**src/rtl/dff_univ_reg.sv**
```systemverilog
// ---------------------------------------------------------------------------
// dff_univ_reg
//   WIDTH-bit universal register macro cell. It has a clock enable and eight
//   synchronous modes: hold, load, shift right/left, rotate right/left, and
//   count up/down. An asynchronous active-high reset loads RESET_VAL.
//
// Ports
//   C    in   1      clock, rising edge
//   R    in   1      asynchronous reset, active high (Q <= RESET_VAL)
//   E    in   1      clock enable; Q updates only when E=1 at posedge C
//   MODE in   3      000 hold, 001 load, 010 shr, 011 shl,
//                    100 ror, 101 rol, 110 count up, 111 count down
//   D    in   WIDTH  parallel load data
//   SI   in   1      serial input for the shift modes
//   Q    out  WIDTH  register contents
//   SOR  out  1      Q[0]       (combinational)
//   SOL  out  1      Q[WIDTH-1] (combinational)
//   TC   out  1      terminal count (combinational, independent of E)
//
// Build option
//   CMOS_TIMING_EN : when defined, adds a specify block with clock-to-Q
//                    delays TPD, setup/hold checks (TSU/TH) and a reset
//                    pulse-width check. Cycle behaviour is identical.
// ---------------------------------------------------------------------------
module dff_univ_reg #(
  parameter int                WIDTH     = 8,
  parameter logic [WIDTH-1:0]  RESET_VAL = {WIDTH{1'b0}},
  parameter real               TPD       = 2.5,
  parameter real               TSU       = 1.3,
  parameter real               TH        = 1.0
) (
  input  logic             C,
  input  logic             R,
  input  logic             E,
  input  logic [2:0]       MODE,
  input  logic [WIDTH-1:0] D,
  input  logic             SI,
  output logic [WIDTH-1:0] Q,
  output logic             SOR,
  output logic             SOL,
  output logic             TC
);

  localparam logic [2:0] MODE_HOLD = 3'b000;
  localparam logic [2:0] MODE_LOAD = 3'b001;
  localparam logic [2:0] MODE_SHR  = 3'b010;
  localparam logic [2:0] MODE_SHL  = 3'b011;
  localparam logic [2:0] MODE_ROR  = 3'b100;
  localparam logic [2:0] MODE_ROL  = 3'b101;
  localparam logic [2:0] MODE_UP   = 3'b110;
  localparam logic [2:0] MODE_DOWN = 3'b111;

  logic [WIDTH-1:0] r_q;
  logic             w_all_ones;
  logic             w_all_zero;

  // One register process for every mode. An unknown MODE drives Q to X,
  // so that simulation shows the problem. Synthesis treats it as don't-care.
  always_ff @(posedge C or posedge R) begin
    if (R) begin
      r_q <= RESET_VAL;
    end else if (E) begin
      case (MODE)
        MODE_HOLD: r_q <= r_q;
        MODE_LOAD: r_q <= D;
        MODE_SHR:  r_q <= {SI, r_q[WIDTH-1:1]};
        MODE_SHL:  r_q <= {r_q[WIDTH-2:0], SI};
        MODE_ROR:  r_q <= {r_q[0], r_q[WIDTH-1:1]};
        MODE_ROL:  r_q <= {r_q[WIDTH-2:0], r_q[WIDTH-1]};
        MODE_UP:   r_q <= r_q + WIDTH'(1);
        MODE_DOWN: r_q <= r_q - WIDTH'(1);
        default:   r_q <= {WIDTH{1'bx}};
      endcase
    end
  end

  assign w_all_ones = &r_q;
  assign w_all_zero = ~|r_q;

  assign Q   = r_q;
  assign SOR = r_q[0];
  assign SOL = r_q[WIDTH-1];
  // TC ignores E. A cascaded stage can then use (E & TC) as its enable.
  assign TC  = ((MODE == MODE_UP) && w_all_ones) ||
               ((MODE == MODE_DOWN) && w_all_zero);

`ifdef CMOS_TIMING_EN
  logic r_notifier;

  specify
    (C *> Q) = (TPD, TPD);
    $setup(D,    posedge C, TSU, r_notifier);
    $setup(SI,   posedge C, TSU, r_notifier);
    $setup(E,    posedge C, TSU, r_notifier);
    $setup(MODE, posedge C, TSU, r_notifier);
    $hold(posedge C, D,    TH, r_notifier);
    $hold(posedge C, SI,   TH, r_notifier);
    $hold(posedge C, E,    TH, r_notifier);
    $hold(posedge C, MODE, TH, r_notifier);
    $width(posedge R, TPD, 0, r_notifier);
  endspecify
`else
  // The zero-delay model does not use the timing parameters.
  localparam real unused_timing = TPD + TSU + TH;
`endif

endmodule

```
**config.mk**
```make
export PLATFORM = sky130hd
export DESIGN_NAME = dff_univ_reg
export DESIGN_NICKNAME = d
export VERILOG_FILES = /design/src/rtl/dff_univ_reg.sv
export SDC_FILE = /design/constraint.sdc
export NUM_CORES = 1
export LEC_CHECK = 0
export CAP_MARGIN = 10
export CORE_MARGIN = 2
export CORE_UTILIZATION = 33
export CTS_CLUSTER_SIZE = 28
export DETAILED_ROUTE_END_ITERATION = 7
export MAX_ROUTING_LAYER = met4
export PLACE_DENSITY = 0.6
export SETUP_SLACK_MARGIN = 0.15
export SLEW_MARGIN = 20
export SYNTH_ARGS = -nofsm -noshare
export SYNTH_HDL_FRONTEND = slang
export SYNTH_SLANG_ARGS = --single-unit
```
**constraint.sdc**
```tcl
create_clock -name C -period 2 [get_ports C]
set_input_delay 0.4 -clock C [delete_from_list [all_inputs] [get_ports C]]
set_output_delay 0.4 -clock C [all_outputs]
set_load 0.02 [all_outputs]
```
==> out/qor.yml <==
outcome:
  status: "complete, but fails checks"
  violations: "negative setup slack"
die:
  dieWidth_microns: 56.7
  core_sq_um: 2690
  initial_core_util_pct: 34.1
  die_area_sq_um: 3220
  num_rows: 19
  ios: 26
  die_y_microns: 56.7
grt:
  grt_overflow: 0
  grt_usage_pct: 19.6
  antenna_found_initial: 0
  grt_max_degree: 18
  grt_pass1_wl_microns: 4910
  first_global_vias: 1073
worst_setup_path:
  critical_path_required_ns: 1.60
  crit_path_end_kind: "output pin"
  cpPeakStageDelay_ns: 0.57
  startpoint_type: "flop"
  criticalPathCategory: "reg2out"
  crit_chain: "or4_4 -> nor2_4 -> a31oi_1 -> nor2_2 -> buf_6"
  crit_fanout: 2
  arrival_ns: 1.65
  cp_slowest_cell: "or4_4"
routing:
  drt_wl_total_microns: 2860
  vias: 1072
  firstDrtPassIters: 4
  drc: 0
  ant_nets: 0
  routed_via_density: 5.64
  drt_iter0_markers: 29
  routedWlPerCell_microns: 15.0
final_layout:
  area_growth_syn_to_layout_pct: 52.1
  final_cell_mix: "buf_4 (26), clkdlybuf4s50_1 (18), o21ai_0 (10), nor2_1 (9), dfrtp_1 (8)"
  post_route_cells_drive_above_1_share_pct: 27.7
  n_antenna_cell: 0
  layout_commonest_cell: "buf_4"
  final_util_pct: 51.9
  regMostFlops: "Q"
  largest_reg_flops: 8
  nFillCells: 279
  stdcell_count: 190
  final_net_count: 177
  largestRegisters: "Q (8)"
  final_cell_area_sq_um: 1400
flow_run:
  maxCapViolations: 0
clocking:
  cts_made_buffers: 3
  insertion_delay_ns: 0.26
  path_clk_slew_ns: 0.07
  cts_tree: "built"
  ctsHtreeMaxLevel: 1
  cts_buffer_depth: 2
  clock-sinks: 8
  cts_root_buffer: "clkbuf_4"
timing:
  setup_tns_ns: -0.0461
  slew_headroom_pct: 71.8
  hold_ws_ns: 0.406
  finalCriticalPeriod_ns: 2.05
  skew_ns: 0.00629
  slew_viol_final: 0
  rsz0062_at_grt: "true"
  hold_viol: 0
  tightestPinTransition_ns: 0.413
  max_freq_ghz: 0.489
  fin_crit_sh_pct: 102
  setup_slack_ns: -0.0461
  setup-violations-final: 1
synth:
  syn_area_sq_um: 917
  postSynthAreaPerCell_sq_um: 7.71
  synth_async_sr_flop_share_pct: 100
  synthCells: 119
  synth_seq_cells: 8
  synth_ff_type: "dfrtp_1"
  synth_edf_count: 0
  synth_warnings: 0
  syn-num-nets: 135
  ys_seq_area_share_pct: 21.8
  ys_types: 49
placement:
  place_inst: 186
  dpl_worst_slack_ns: -0.358
  dp_hpwl_microns: 2100
  gp_congestion: 0.828
  place_area_sq_um: 1330
  portBuffers: 25
power_and_ir_drop:
  p_leak_nw: 0.577
  power_density_nw_per_um2: 682
  fin_total_pwr_uw: 951
  ir_drop_uv: 446
hold_path:
  hold_path.class: "in2async"
[metal layers]
layer | track usage (%) | wire [microns] | vias up
met5 | - | 0 | -
met4 | 7.48 | 26 | 0
met3 | 2.76 | 154 | 4
met2 | 30.6 | 1390 | 33
met1 | 25.6 | 1280 | 502
li1 | - | - | 533
[kinds of logic after synthesis]
logic type	share of synthesized area, %
multiplexers	5.73
adder cells (fa/ha/maj)	1.36
flip-flops	21.8
AO/OA/AOI/OAI	27.8
buffers and inverters	10.2
AND/OR/NAND/NOR	30.2
XOR/XNOR	2.87
[worst max-delay path, delay by kind of cell (launching register included)]
family	cells	cell delay [ns]
flip-flops	1	0.38
AO/OA/AOI/OAI	1	0.10
buffers and inverters	1	0.13
AND/OR/NAND/NOR	3	0.79
[synthesized netlist by cell type (all sizes together), types with 2 or more instances]
cell type	number	share of area, %
a211oi	2	1.6
a21oi	2	1.1
a222oi	2	2.2
buf	11	7.0
clkbuf	3	1.2
dfrtp	8	22
inv	5	2.0
mux2	2	2.5
mux2i	3	3.3
nand2	7	2.9
nand2b	2	1.4
nand3	3	1.6
nand3b	2	1.6
nand4	3	2.0
nor2	11	4.5
nor2b	2	1.4
nor3	6	3.3
nor4	2	2.0
o2111a	2	2.5
o21ai	10	5.5
o2bb2ai	2	1.9
o31ai	2	1.6
o32ai	2	2.7
or3	3	2.0
or3b	2	1.9
or4	2	2.0
xor2	2	1.9
[report_power, final]
part	internal [mW]	total [mW]	switching, mW
Combinational	0.286	0.587	0.302
Sequential	0.198	0.227	0.0293
Clock	0.0694	0.137	0.0673
[final timing paths]
path,startpoint,to,slack (ns),cells past startpoint
worst max-delay path,Q[3]$_DFFE_PP0P_,TC,-0.05,5
worst min-delay path,R,Q[0]$_DFFE_PP0P_,0.41,2
worst max register to register,Q[1]$_DFFE_PP0P_,Q[6]$_DFFE_PP0P_,0.17,8
worst min register to register,Q[0]$_DFFE_PP0P_,Q[0]$_DFFE_PP0P_,0.66,3
max in group asynchronous,R,Q[5]$_DFFE_PP0P_,1.33,2
min in group C,Q[0]$_DFFE_PP0P_,Q[0]$_DFFE_PP0P_,0.66,3
[repair_timing]
action	CTS	global route
setup endpoints to repair	6	5
hold buffers	0	0
buffers inserted	1	0
resized for setup	14	4
cloned	0	0
pin swaps	2	0
[layout make-up]
| class | instances | area (sq um) | area share (%) |
|---|---|---|---|
| well taps | 31 | 38.8 | 2.78 |
| inverters | 5 | 18.8 | 1.35 |
| clock buffers | 3 | 22.5 | 1.61 |
| multi-input cells | 92 | 672 | 48.2 |
| flip-flops and latches | 8 | 200 | 14.3 |
| repair buffers | 51 | 443 | 31.7 |
(Power assumes the default switching activity.)
